`config.mk`:
```
export PLATFORM = sky130hd
export DESIGN_NAME = p405s_exepipeifb_flat
export DESIGN_NICKNAME = d
export VERILOG_FILES = /design/src/rtl/p405s_exepipeifb_if.sv /design/src/rtl/p405s_exepipeifb.sv /design/src/flat_wrapper.sv
export SDC_FILE = /design/constraint.sdc
export NUM_CORES = 1
export LEC_CHECK = 0
export ABC_AREA = 0
export BUFFER_PORTS_ARGS = -buffer_cell sky130_fd_sc_hd__buf_2
export CAP_MARGIN = 20
export CORE_MARGIN = 5
export CORE_UTILIZATION = 51
export CTS_BUF_LIST = sky130_fd_sc_hd__clkbuf_8 sky130_fd_sc_hd__clkbuf_16
export CTS_CLUSTER_SIZE = 20
export DETAILED_ROUTE_END_ITERATION = 8
export GPL_ROUTABILITY_DRIVEN = 0
export HOLD_SLACK_MARGIN = 0.06
export PLACE_DENSITY = 0.89
export SYNTH_ARGS = -nofsm -noshare
export SYNTH_HDL_FRONTEND = slang
export SYNTH_SLANG_ARGS = --single-unit
```
`constraint.sdc`:
```
create_clock -name CB -period 2.4 [get_ports CB]
set_input_delay 0.24 -clock CB [delete_from_list [all_inputs] [get_ports CB]]
set_output_delay 0.24 -clock CB [all_outputs]
set_load 0.01 [all_outputs]
```
`src/rtl/p405s_exepipeifb_if.sv`:
```
// Bundle between the PCL/decode side and the execute control pipeline.
// master drives stage-0 sources, enables and flushes; slave is the pipeline.
interface p405s_exepipeifb_if #(
    parameter int unsigned WIDTH = 24,
    parameter int unsigned DEPTH = 3
);
    logic [WIDTH-1:0]       dcdData;
    logic [WIDTH-1:0]       apuData;
    logic                   APU_dcdValidOp_Neg;
    logic                   dcdValid;
    logic [DEPTH-1:0]       stageE1;
    logic [DEPTH-1:0]       stageE2;
    logic [DEPTH-1:0]       stageFlush;
    logic [DEPTH*WIDTH-1:0] stageData;
    logic [DEPTH-1:0]       stageValid;
    logic [3:0]             validCount;
    logic                   pipeEmpty;
    logic [DEPTH-1:0]       overrunErr;

    modport master (
        output dcdData, apuData, APU_dcdValidOp_Neg, dcdValid,
               stageE1, stageE2, stageFlush,
        input  stageData, stageValid, validCount, pipeEmpty, overrunErr
    );

    modport slave (
        input  dcdData, apuData, APU_dcdValidOp_Neg, dcdValid,
               stageE1, stageE2, stageFlush,
        output stageData, stageValid, validCount, pipeEmpty, overrunErr
    );
endinterface

```
`src/rtl/p405s_exepipeifb.sv`:
```
// Execute-side control pipeline: DEPTH stages of WIDTH bits with per-stage
// valid, flush, stage-0 APU/decode select, occupancy count and sticky overrun.
module p405s_exepipeifb #(
    parameter int unsigned WIDTH         = 24,
    parameter int unsigned DEPTH         = 3,
    parameter bit          FLUSH_ON_HOLD = 1'b1
) (
    input  logic              CB,
    input  logic              syncReset,
    p405s_exepipeifb_if.slave pif
);
    logic [DEPTH-1:0][WIDTH-1:0] data_q, data_d;
    logic [DEPTH-1:0]            valid_q, valid_d;
    logic [DEPTH-1:0]            ovr_q, ovr_d;

    logic [DEPTH:0][WIDTH-1:0]   src_data;
    logic [DEPTH:0]              src_valid;
    logic [DEPTH-1:0]            en, flush_act, capture, next_capture;
    logic [3:0]                  count_c;

    // Next-state: flush beats load beats hold; entry i of src_* feeds stage i.
    always_comb begin
        en           = pif.stageE1 & pif.stageE2;
        flush_act    = pif.stageFlush & (en | {DEPTH{FLUSH_ON_HOLD}});
        capture      = en & ~flush_act;
        // Bit i = "stage i+1 takes stage i's contents"; the last stage always drains.
        next_capture = DEPTH'({1'b1, capture} >> 1);
        src_data     = {data_q, (pif.APU_dcdValidOp_Neg ? pif.dcdData : pif.apuData)};
        src_valid    = {valid_q, pif.dcdValid};

        data_d  = data_q;
        valid_d = valid_q;
        ovr_d   = ovr_q;
        for (int i = 0; i < int'(DEPTH); i++) begin
            if (flush_act[i]) begin
                data_d[i]  = '0;
                valid_d[i] = 1'b0;
            end else if (en[i]) begin
                data_d[i]  = src_data[i];
                valid_d[i] = src_valid[i];
            end
            if (capture[i] && valid_q[i] && !next_capture[i]) begin
                ovr_d[i] = 1'b1;
            end
        end
    end

    always_ff @(posedge CB) begin
        if (syncReset) begin
            data_q  <= '0;
            valid_q <= '0;
            ovr_q   <= '0;
        end else begin
            data_q  <= data_d;
            valid_q <= valid_d;
            ovr_q   <= ovr_d;
        end
    end

    // Occupancy is derived combinationally from the registered valid bits.
    always_comb begin
        count_c = '0;
        for (int i = 0; i < int'(DEPTH); i++) begin
            count_c = count_c + 4'(valid_q[i]);
        end
    end

    assign pif.stageData  = data_q;
    assign pif.stageValid = valid_q;
    assign pif.overrunErr = ovr_q;
    assign pif.validCount = count_c;
    assign pif.pipeEmpty  = (count_c == 4'd0);
endmodule

```
`src/flat_wrapper.sv`:
```
// flat-port wrapper written by rule: the top's interface ports become plain ports
module p405s_exepipeifb_flat 
#(
    parameter int unsigned WIDTH         = 24,
    parameter int unsigned DEPTH         = 3,
    parameter bit          FLUSH_ON_HOLD = 1'b1
)
  (CB, syncReset, pif_dcdData, pif_apuData, pif_APU_dcdValidOp_Neg, pif_dcdValid, pif_stageE1, pif_stageE2, pif_stageFlush, pif_stageData, pif_stageValid, pif_validCount, pif_pipeEmpty, pif_overrunErr);
  p405s_exepipeifb_if #(.WIDTH(WIDTH), .DEPTH(DEPTH)) pif_i ();
  input  logic CB;
  input  logic syncReset;
  input wire logic [$bits(pif_i.dcdData)-1:0] pif_dcdData;
  input wire logic [$bits(pif_i.apuData)-1:0] pif_apuData;
  input wire logic [$bits(pif_i.APU_dcdValidOp_Neg)-1:0] pif_APU_dcdValidOp_Neg;
  input wire logic [$bits(pif_i.dcdValid)-1:0] pif_dcdValid;
  input wire logic [$bits(pif_i.stageE1)-1:0] pif_stageE1;
  input wire logic [$bits(pif_i.stageE2)-1:0] pif_stageE2;
  input wire logic [$bits(pif_i.stageFlush)-1:0] pif_stageFlush;
  output wire logic [$bits(pif_i.stageData)-1:0] pif_stageData;
  output wire logic [$bits(pif_i.stageValid)-1:0] pif_stageValid;
  output wire logic [$bits(pif_i.validCount)-1:0] pif_validCount;
  output wire logic [$bits(pif_i.pipeEmpty)-1:0] pif_pipeEmpty;
  output wire logic [$bits(pif_i.overrunErr)-1:0] pif_overrunErr;
  assign pif_i.dcdData = pif_dcdData;
  assign pif_i.apuData = pif_apuData;
  assign pif_i.APU_dcdValidOp_Neg = pif_APU_dcdValidOp_Neg;
  assign pif_i.dcdValid = pif_dcdValid;
  assign pif_i.stageE1 = pif_stageE1;
  assign pif_i.stageE2 = pif_stageE2;
  assign pif_i.stageFlush = pif_stageFlush;
  assign pif_stageData = pif_i.stageData;
  assign pif_stageValid = pif_i.stageValid;
  assign pif_validCount = pif_i.validCount;
  assign pif_pipeEmpty = pif_i.pipeEmpty;
  assign pif_overrunErr = pif_i.overrunErr;
  p405s_exepipeifb #(.WIDTH(WIDTH), .DEPTH(DEPTH), .FLUSH_ON_HOLD(FLUSH_ON_HOLD)) u_core (.CB(CB), .syncReset(syncReset), .pif(pif_i));
endmodule
```
==> results.py, run 1 <==
metrics = {
    "critical_path": {
        "path_cells": "ha_1 -> ha_1 -> ha_1 -> nor3_1 -> buf_2",
        "r2r-start": "u_core.pif.stageValid[0]",
        "endpoint_kind": "output port",
        "slowest_stage": "dfxtp_1",
        "crit_cells": 5,
        "path_class": "flop to output port",
        "worstReg2RegEnd": "u_core.pif.overrunErr[0]",
        "crit_family": "adder cells",
        "start_kind": "flop",
        "crit_buf_inv": 1,
        "reg2reg_setup_slack_ns": 1.47,
        "crit_fanout": 6,
        "path_common_cell": "ha_1",
        "r2r_cells": 2,
        "required_ns": 2.16,
        "critPathMaxStageDelay_ns": 0.48,
        "critPathArrivalTime_ns": 1.75,
    },
    "floorplan": {
        "core_sq_um": 8090,
        "start_util_pct": 51.7,
        "die_h_microns": 101,
        "chipWidth_microns": 101,
        "top_level_ports": 144,
        "placementRows": 33,
        "dieArea_sq_um": 10100,
    },
    "final_layout": {
        "fin_area_sq_um": 4460,
        "seq_area_sq_um": 1540,
        "multiInputGateArea_sq_um": 1810,
        "areaGrowthSynthToFinish_pct": 6.67,
        "antenna_cells": 0,
        "layout.nets": 542,
        "fillers": 794,
        "drive_gt1_share_pct": 48.3,
    },
    "yosys": {
        "synth-warning-count": 0,
        "synth.distinct_cells": 21,
        "synth_area_sq_um": 4180,
        "yosysTopAreaCell": "dfxtp_1",
        "synth_area_leaders": "dfxtp_1, buf_4, a21bo_2",
        "ys_seq_area_share_pct": 36.9,
        "postSynthCellCount": 439,
        "avgSynthCellArea_sq_um": 9.53,
        "ys_ff_latch": 77,
        "yosysTopAreaCellShare_pct": 36.9,
    },
    "min_path": {
        "hold_start": "syncReset",
        "hold_path_end": "u_core.pif.overrunErr[0]",
        "worst_hold_path_type": "input pin to flop",
        "whs_path_depth": 2,
    },
    "placed_design": {
        "post_dp_cell_area_sq_um": 4230,
        "io_buffers": 141,
        "place_ws_ns": 0.766,
        "dpl.hpwl_microns": 6670,
    },
    "global_route": {
        "overflow": 0,
        "grt_antenna_before_repair": 0,
        "grt_use_total_pct": 18.1,
        "grt_pass1_wl_microns": 14800,
        "grt_pass1_vias": 2932,
        "grt_max_degree": 52,
    },
    "cts": {
        "clk_pin_slew_ns": 0.08,
        "cts_repair_resize_count": 0,
        "root_buffer": "clkbuf_8",
        "insertion_delay_ns": 0.34,
        "cts.sinks": 77,
        "cts_tree": "done",
        "post_cts_buffers": 0,
        "ctsHoldBuffers": 0,
        "cts_max_level": 3,
        "cts_buffers": 9,
        "clockBufferDepth": 2,
    },
    "route": {
        "met3_length_microns": 627,
        "top_layer": "met4",
        "wl_per_cell_microns": 15.8,
        "dr_wl_met2_microns": 4190,
        "vias": 3062,
        "drtIter0Drc": 129,
        "firstDrtPassIters": 4,
        "wl_met1_microns": 4350,
        "antenna_left": 0,
        "drc_errors": 0,
        "avgViaCountPerCell": 5.22,
        "finalWirelength_microns": 9250,
    },
    "timing": {
        "finalClockSkew_ns": 0.00734,
        "finalCriticalPeriod_ns": 1.99,
        "hold_ws_ns": 0.134,
        "hold_violations": 0,
        "slew_violations": 0,
        "tns_ns": 0,
        "rsz0062_at_grt": "no",
        "worst_pin_slew_ns": 0.858,
        "finalSetupViolations": 0,
        "fmax_ghz": 0.503,
        "relSlewSlack_pct": 42.8,
        "period_share_pct": 82.8,
        "worst_slack_ns": 0.412,
    },
    "power": {
        "ir_drop_uv": 293,
        "p_per_area_nw_per_um2": 604,
        "p_leak_nw": 1.94,
    },
    "flow_run": {
        "drv_cap": 0,
    },
    "outcome": {
        "outcome": "complete, no violations",
    },
}
## area by class of cell
class	instances	area share, %
clock buffers	11	3.39
well taps	105	2.94
flip-flops and latches	77	34.5
multi-input cells	242	40.6
clock inverters	5	1.85
inverters	2	0.168
repair buffers	145	16.5
## state kept, by name (all words and copies together), names as in the netlist
signal,flops
u_core.pif.overrunErr,2
u_core.pif.stageValid,3
u_core.pif.stageData,72
## cells in the mapped netlist
cell type / number
nor4bb_1: 2
dfxtp_1: 77
and2_4: 1
inv_1: 2
buf_2: 21
nand3_1: 51
buf_4: 76
nand4b_1: 2
conb_1: 1
nor3_1: 1
a21oi_1: 75
mux2i_1: 24
a211oi_2: 20
or2_1: 3
buf_8: 2
a211oi_1: 6
ha_1: 3
clkbuf_1: 14
fa_1: 1
a21bo_2: 51
buf_6: 6
## how the worst max path moves through the flow
| stage | start | endpoint | slack (ns) |
|---|---|---|---|
| floorplan | u_core.pif.stageValid[0] | pif_pipeEmpty | 0.77 |
| global placement | u_core.pif.stageValid[0] | pif_pipeEmpty | 0.82 |
| detailed placement | u_core.pif.stageValid[0] | pif_pipeEmpty | 0.77 |
| CTS | u_core.pif.stageValid[0] | pif_pipeEmpty | 0.38 |
| global route | u_core.pif.stageValid[0] | pif_pipeEmpty | 0.27 |
| finish | u_core.pif.stageValid[0] | pif_pipeEmpty | 0.41 |
## power breakdown
group	switching [W]	internal, W	leakage (nW)	total [W]
sequential	0.0000168	0.00129	0.622	0.00131
clock	0.000477	0.000644	0.120	0.00112
combinational	0.000166	0.0000966	1.20	0.000262
total	0.000660	0.00203	1.94	0.00269
## worst reg2reg max path, delay by kind of cell (launching register included)
family | cells | cell delay, ns
AOI/OAI and AO/OA | 1 | 0.24
DFF | 1 | 0.48
and+or+nand+nor | 1 | 0.13
## per-layer routing
| layer | GRT usage [%] | vias to the layer above |
|---|---|---|
| li1 | - | 1550 |
| met1 | 25.5 | 1414 |
| met2 | 27.0 | 93 |
| met3 | 5.19 | 5 |
| met4 | 5.18 | 0 |
| met5 | 0 | - |
## cell families after synthesis
family / synth area share, %
adders and majority gates: 1.38
AOI/OAI and AO/OA: 28.2
muxes: 5.74
DFF: 36.9
other: 0.0897
buffers and inverters: 19.9
and+or+nand+nor: 7.78
## placed cells by master (no fill, tap or decap), types with 3 or more instances in the layout
| cell | n |
|---|---|
| a21bo_2 | 51 |
| buf_2 | 141 |
| clkbuf_8 | 11 |
| a211oi_1 | 6 |
| ha_1 | 3 |
| dfxtp_1 | 77 |
| nand3_1 | 51 |
| a21oi_1 | 75 |
| or2_1 | 3 |
| a211oi_2 | 20 |
| buf_4 | 4 |
| mux2i_1 | 24 |
## per-stage QoR
step | power (W) | instances | util (%)
final | 0.00269 | 587 | 55.1
after global routing | 0.00282 | 587 | 55.1
after CTS | 0.00273 | 587 | 55.1
after detailed placement | 0.00160 | 571 | 52.2
after global placement | 0.00160 | 571 | 52.2
after floorplan | 0.00155 | 440 | -
(Power assumes the default switching activity.)
==> run 2: changes to the inputs <==
--- a/config.mk
+++ b/config.mk
@@ -9,13 +9,13 @@
 export BUFFER_PORTS_ARGS = -buffer_cell sky130_fd_sc_hd__buf_2
 export CAP_MARGIN = 20
 export CORE_MARGIN = 5
-export CORE_UTILIZATION = 51
+export CORE_UTILIZATION = 46
 export CTS_BUF_LIST = sky130_fd_sc_hd__clkbuf_8 sky130_fd_sc_hd__clkbuf_16
 export CTS_CLUSTER_SIZE = 20
 export DETAILED_ROUTE_END_ITERATION = 8
 export GPL_ROUTABILITY_DRIVEN = 0
 export HOLD_SLACK_MARGIN = 0.06
-export PLACE_DENSITY = 0.89
+export PLACE_DENSITY = 0.85
 export SYNTH_ARGS = -nofsm -noshare
 export SYNTH_HDL_FRONTEND = slang
 export SYNTH_SLANG_ARGS = --single-unit
==> constraint.sdc (replaced) <==
create_clock -name CB -period 1.72 [get_ports CB]
set_input_delay 0.172 -clock CB [delete_from_list [all_inputs] [get_ports CB]]
set_output_delay 0.172 -clock CB [all_outputs]
set_load 0.01 [all_outputs]
==> run 2 against run 1 <==
Net effect:
- power increased by 43%
- worst hold slack better by 0.0017 ns
- combinational power grew 51%
- die area grew 9.8%
- wire length rose by 7.0%
- sequential cell count is the same
- via count grew 2.3%
- final cell count grew 2.0%
- non-clock buffer count up 8
- largest cell class unchanged
==> results.py, run 2 (same netlist as run 1, synthesis figures left out) <==
metrics = {
    "cts": {
        "cts_tree": "done",
        "post_cts_buffers": 0,
        "cts.sinks": 77,
        "clockBufferDepth": 2,
        "clk_pin_slew_ns": 0.08,
        "insertion_delay_ns": 0.34,
        "cts_buffers": 9,
        "cts_max_level": 3,
        "root_buffer": "clkbuf_8",
    },
    "final_layout": {
        "layoutNonFillerInstCount": 599,
        "multiInputGateArea_sq_um": 1850,
        "fin_area_sq_um": 4640,
        "areaGrowthSynthToFinish_pct": 10.9,
        "final_common_cell": "buf_2",
        "drive_gt1_share_pct": 50.2,
        "seq_area_sq_um": 1550,
        "fillers": 841,
        "most-common-layout-cells": "buf_2, a21oi_1, dfxtp_1, nand3_1, a21bo_2",
        "largest_register_ffs": 72,
        "layout.nets": 550,
    },
    "route": {
        "antenna_left": 0,
        "finalWirelength_microns": 9900,
        "vias": 3133,
        "drc_errors": 0,
        "firstDrtPassIters": 4,
        "wl_per_cell_microns": 16.5,
        "avgViaCountPerCell": 5.23,
        "drtIter0Drc": 133,
    },
    "floorplan": {
        "placementRows": 34,
        "top_level_ports": 144,
        "start_util_pct": 47.5,
        "die_h_microns": 105,
        "dieArea_sq_um": 11100,
        "chipWidth_microns": 105,
        "core_sq_um": 8810,
    },
    "power": {
        "internal_power_w": 0.00292,
        "p_leak_nw": 1.99,
        "clockPowerShare_pct": 42.4,
        "ir_drop_uv": 474,
        "p_per_area_nw_per_um2": 831,
        "switchingPower_w": 0.000934,
        "p_seq_share_pct": 47.3,
        "p_comb_share_pct": 10.3,
        "p_sw_share_pct": 24.3,
    },
    "critical_path": {
        "slowest_stage": "fa_1",
        "reg2reg_setup_slack_ns": 0.59,
        "start_kind": "flop",
        "crit_fanout": 3,
        "worstReg2RegEnd": "u_core.pif.stageValid[0]",
        "path_class": "flop to output port",
        "r2r_cells": 3,
        "r2r-start": "u_core.pif.stageValid[0]",
        "path_cells": "fa_1 -> nor3_2 -> buf_2",
        "endpoint_kind": "output port",
        "required_ns": 1.55,
        "critPathMaxStageDelay_ns": 0.49,
        "critPathArrivalTime_ns": 1.49,
    },
    "global_route": {
        "grt_pass1_vias": 3165,
        "grt_use_total_pct": 17.9,
        "grt_antenna_before_repair": 0,
        "grt_pass1_wl_microns": 16100,
        "overflow": 0,
        "grt_max_degree": 32,
    },
    "placed_design": {
        "post_dp_cell_area_sq_um": 4330,
        "io_buffers": 141,
        "dp.cells": 581,
        "dpl.hpwl_microns": 7490,
    },
    "timing": {
        "finalClockSkew_ns": 0.00625,
        "rsz0062_at_grt": "yes",
        "tns_ns": 0,
        "slew_violations": 0,
        "hold_ws_ns": 0.136,
        "relSlewSlack_pct": 44.2,
        "finalCriticalPeriod_ns": 1.66,
        "hold_violations": 0,
        "finalSetupViolations": 0,
        "worst_pin_slew_ns": 0.837,
        "period_share_pct": 96.8,
        "fmax_ghz": 0.601,
    },
    "min_path": {
        "hold_path_end": "u_core.pif.overrunErr[0]",
        "hold_start": "pif_stageFlush[0]",
        "worst_hold_path_type": "input pin to flop",
        "whs_path_depth": 3,
    },
    "outcome": {
        "outcome": "complete, no violations",
    },
    "flow_run": {
        "drv_cap": 0,
    },
}
==> run 2: cell count changes in the layout (fill, tap and decap cells not counted), moves of 3 or more <==
cell and change:
buf_4 +3, ha_1 -3, ha_4 +3, dfxtp_1 -3, buf_12 +4
==> run 2: metal layers <==
layer  vias to the layer above  wire length, microns  track usage, %  share of wire (%)
met5                         -                     0               0                  0
met4                         0                   121            7.03                1.2
met3                         9                   689            4.10                7.0
met2                       119                  4470            27.6                 45
met1                      1442                  4620            24.4                 47
li1                       1563                     -               -                  -
==> run 2: how the worst max path moves through the flow <==
stage | start | end | slack, ns
2_1_floorplan | u_core.pif.stageValid[0] | pif_pipeEmpty | 0.16
3_3_place_gp | u_core.pif.stageValid[0] | pif_pipeEmpty | 0.31
3_5_place_dp | u_core.pif.stageValid[0] | pif_pipeEmpty | 0.28
4_1_cts | u_core.pif.stageValid[1] | pif_pipeEmpty | 0.007
5_1_grt | u_core.pif.stageValid[1] | pif_pipeEmpty | -0.05
6_report | u_core.pif.stageValid[1] | pif_pipeEmpty | 0.06
==> run 2: final cells by class <==
type / count / area share, %
antenna: 1 / 0.0540
clock buffer: 9 / 2.67
clock inverter: 7 / 2.48
inverter: 2 / 0.162
multi-input combinational: 242 / 40.0
sequential: 77 / 33.4
tap: 108 / 2.91
timing repair buffer: 153 / 18.3
==> run 2: critical path, delay by kind of cell, from the launching register on <==
kind | cells | cell delay [ns]
fa+ha+maj | 1 | 0.49
buf+inv | 1 | 0.15
flops | 1 | 0.37
simple gates | 1 | 0.15
==> run 2: power groups by stage <==
stage	registers [W]	logic, W	clock network, W
4_1_cts	0.00182	0.000398	0.00167
5_1_grt	0.00183	0.000433	0.00176
3_3_place_gp	0.00187	0.000382	0
2_1_floorplan	0.00186	0.000307	0
6_report	0.00182	0.000395	0.00163
3_5_place_dp	0.00187	0.000394	0
==> run 2: per-stage QoR <==
stage / power (W) / util (%) / setup slack [ns]
floorplan: 0.00217 / - / 0.160
global placement: 0.00225 / 49.2 / 0.305
detailed placement: 0.00226 / 49.2 / 0.280
CTS: 0.00389 / 52.6 / 0.00665
global route: 0.00402 / 52.6 / -0.0525
finish: 0.00385 / 52.7 / 0.0555
==> run 2: repair_timing <==
| item | in CTS | in global routing |
|---|---|---|
| endpoints found under the setup margin | 1 | 1 |
| resized for setup | 10 | 1 |
| hold endpoints to repair | 2 | 0 |
| pin swaps | 3 | 2 |
| hold buffers | 1 | 0 |
==> run 3: changes to the inputs <==
--- a/config.mk
+++ b/config.mk
@@ -5,11 +5,11 @@
 export SDC_FILE = /design/constraint.sdc
 export NUM_CORES = 1
 export LEC_CHECK = 0
-export ABC_AREA = 0
+export ABC_AREA = 1
 export BUFFER_PORTS_ARGS = -buffer_cell sky130_fd_sc_hd__buf_2
 export CAP_MARGIN = 20
 export CORE_MARGIN = 5
-export CORE_UTILIZATION = 46
+export CORE_UTILIZATION = 45
 export CTS_BUF_LIST = sky130_fd_sc_hd__clkbuf_8 sky130_fd_sc_hd__clkbuf_16
 export CTS_CLUSTER_SIZE = 20
 export DETAILED_ROUTE_END_ITERATION = 8
==> run 3 against run 2 <==
Net effect:
- final area fell by 7.7%
- fmax fell by 3.3%
- critical path depth up 1
- sequential share of layout area rose by 2.6 points
- global-route usage fell by 0.25 points
- utilization down 1.1 points
- the run now ends with negative setup slack left
- clock power is 16% lower
- critical endpoint unchanged
- first-iteration DRC count down 17%
- area after synthesis fell by 7.8%
==> results.py, run 3 <==
metrics = {
    "outcome": {
        "outcome": "finished with violations",
        "violations": "negative setup slack",
    },
    "yosys": {
        "ys_ff_latch": 77,
        "synth_top_family_by_area": "buffers and inverters",
        "yosysMostFrequentCell": "nand2_1",
        "synthXorXnorAreaFrac_pct": 0,
        "postSynthCellCount": 501,
        "yosys.area_share.simple_pct": 20.4,
        "yosysTopAreaCell": "dfxtp_1",
        "synth-compound-area-share_pct": 15.1,
        "synth_edf_count": 0,
        "synth.top_cells.by_count": "nand2_1, buf_4, dfxtp_1",
        "synth-warning-count": 0,
        "synth.distinct_cells": 23,
        "synth_area_sq_um": 3860,
        "synthFlopType": "dfxtp_1",
        "yosysTopAreaCellShare_pct": 40.0,
        "synthAdderAreaFrac_pct": 1.49,
        "synth_area_leaders": "dfxtp_1, buf_4, nand2_1",
        "synthMuxAreaShare_pct": 0,
        "avgSynthCellArea_sq_um": 7.70,
        "synthArstFlopShare_pct": 0,
        "ys_seq_area_share_pct": 40.0,
    },
    "route": {
        "drtIter0Drc": 111,
        "vias": 3191,
        "wl_per_cell_microns": 13.7,
        "drc_errors": 0,
        "finalWirelength_microns": 9260,
        "firstDrtPassIters": 4,
        "avgViaCountPerCell": 4.71,
        "antenna_left": 0,
    },
    "floorplan": {
        "dieArea_sq_um": 10500,
        "top_level_ports": 144,
        "die_h_microns": 103,
        "placementRows": 33,
        "core_sq_um": 8300,
        "chipWidth_microns": 103,
        "start_util_pct": 46.5,
    },
    "final_layout": {
        "layoutNonFillerInstCount": 678,
        "drive_gt1_share_pct": 38.6,
        "final_common_cell": "buf_2",
        "layout.nets": 633,
        "largest_register_ffs": 72,
        "fin_area_sq_um": 4280,
        "most-common-layout-cells": "buf_2, nand2_1, dfxtp_1, a21oi_1, nor2_1",
        "fillers": 822,
        "areaGrowthSynthToFinish_pct": 11.0,
        "antenna_cells": 0,
    },
    "global_route": {
        "grt_use_total_pct": 17.7,
        "grt_pass1_wl_microns": 14800,
        "grt_pass1_vias": 3049,
        "grt_max_degree": 29,
        "overflow": 0,
        "grt_antenna_before_repair": 0,
    },
    "power": {
        "p_leak_nw": 2.01,
        "p_comb_share_pct": 9.5,
        "internal_power_w": 0.00264,
        "clockPowerShare_pct": 38.8,
        "switchingPower_w": 0.000887,
        "p_sw_share_pct": 25.1,
        "p_seq_share_pct": 51.8,
        "ir_drop_uv": 472,
        "p_per_area_nw_per_um2": 824,
    },
    "timing": {
        "fmax_ghz": 0.581,
        "period_share_pct": 100,
        "tns_ns": -0.000547,
        "worst_slack_ns": -0.000547,
        "hold_violations": 0,
        "finalSetupViolations": 1,
        "finalClockSkew_ns": 0.0104,
        "relSlewSlack_pct": 54.3,
        "finalCriticalPeriod_ns": 1.72,
        "slew_violations": 0,
        "worst_pin_slew_ns": 0.683,
        "rsz0062_at_grt": "yes",
    },
    "flow_run": {
        "drv_cap": 0,
    },
    "cts": {
        "insertion_delay_ns": 0.33,
        "cts_max_level": 3,
        "root_buffer": "clkbuf_8",
        "clk_pin_slew_ns": 0.08,
        "clockBufferDepth": 2,
        "cts_buffers": 9,
        "cts.sinks": 77,
        "cts_tree": "done",
    },
    "critical_path": {
        "critPathArrivalTime_ns": 1.55,
        "endpoint_kind": "output port",
        "slowest_stage": "fa_2",
        "critPathMaxStageDelay_ns": 0.45,
        "crit_family": "adder cells",
        "required_ns": 1.55,
        "crit_buf_inv": 2,
        "start_kind": "flop",
        "path_class": "flop to output port",
        "path_cells": "buf_4 -> fa_2 -> nor3_2 -> buf_2",
        "crit_fanout": 2,
    },
    "min_path": {
        "worst_hold_path_type": "input pin to flop",
    },
    "placed_design": {
        "dp.cells": 656,
        "post_dp_cell_area_sq_um": 3990,
        "dpl.hpwl_microns": 6920,
        "io_buffers": 141,
    },
}
run 3: cell types whose count changed after synthesis, sizes merged, moves of 25 or more:
cell    previous run  this run
nand2              0       131
a21bo             51         0
inv                2        32
o21ai              0        25
nand3             51         2
nor2               0        53
a211oi            26         0
run 3: cells by family (layout without fill, tap and decap cells):
family,after synthesis,in the layout
AND/OR/NAND/NOR,187,187
buffers and inverters,131,202
AO/OA/AOI/OAI,101,101
flip-flops,77,77
adder cells (fa/ha/maj),4,4
other,1,2
run 3: cell type report:
class                      count  area [sq um]  share of cell area, %
clock buffer                  10           138                   3.22
clock inverter                 6          62.6                   1.46
inverter                      34           134                   3.13
multi-input combinational    294          1460                   34.0
sequential                    77          1540                   36.1
tap                          105           131                   3.07
timing repair buffer         152           815                   19.0
run 3: worst paths after layout:
| kind | from | end | slack (ns) | cells past startpoint |
|---|---|---|---|---|
| min | pif_dcdData[4] | u_core.pif.stageData[4] | 0.08 | 3 |
| min reg2reg | u_core.pif.overrunErr[0] | u_core.pif.overrunErr[0] | 0.45 | 2 |
| max reg2reg | u_core.pif.stageValid[0] | u_core.pif.overrunErr[0] | 0.73 | 6 |
| max | u_core.pif.stageValid[0] | pif_pipeEmpty | -0.0005 | 4 |
run 3: worst register-to-register path, stage by stage, from the launching register on:
cell and delay [ns]:
dfxtp_2 0.37, buf_4 0.13, buf_4 0.13, nand2_1 0.05, nor2_1 0.09, nand2_1 0.06, a21oi_1 0.11
run 3: stage by stage:
step	worst slack, ns	utilization, %	power (W)	hold slack, ns
2_1_floorplan	0.134	-	0.00211	0.241
3_3_place_gp	0.297	48.1	0.00218	0.422
3_5_place_dp	0.247	48.1	0.00219	0.428
4_1_cts	-0.00927	51.6	0.00358	0.0620
5_1_grt	-0.0841	51.6	0.00371	0.0707
6_report	-0.000547	51.6	0.00353	0.0770
run 3: power by group through the flow:
| stage | Combinational [W] | Clock, W | Sequential (W) |
|---|---|---|---|
| 2_1_floorplan | 0.000251 | 0 | 0.00186 |
| 3_3_place_gp | 0.000317 | 0 | 0.00187 |
| 3_5_place_dp | 0.000324 | 0 | 0.00187 |
| 4_1_cts | 0.000336 | 0.00142 | 0.00183 |
| 5_1_grt | 0.000376 | 0.00151 | 0.00183 |
| 6_report | 0.000334 | 0.00137 | 0.00183 |
run 3: metal layers:
layer / wire [microns] / vias up / part of all wire (%) / global-route usage (%)
met5: 0 / - / 0 / 0
met4: 172 / 0 / 1.9 / 6.76
met3: 603 / 14 / 6.5 / 2.91
met2: 4390 / 112 / 47 / 27.8
met1: 4090 / 1444 / 44 / 24.4
li1: - / 1621 / - / -
run 3: timing repair:
item / in CTS / in global routing
setup endpoints to repair: 1 / 2
gates resized for setup: 8 / 0
pin swaps: 2 / 0
hold endpoints to repair: 4 / 0
hold buffers: 4 / 0
setup buffers: 2 / 0
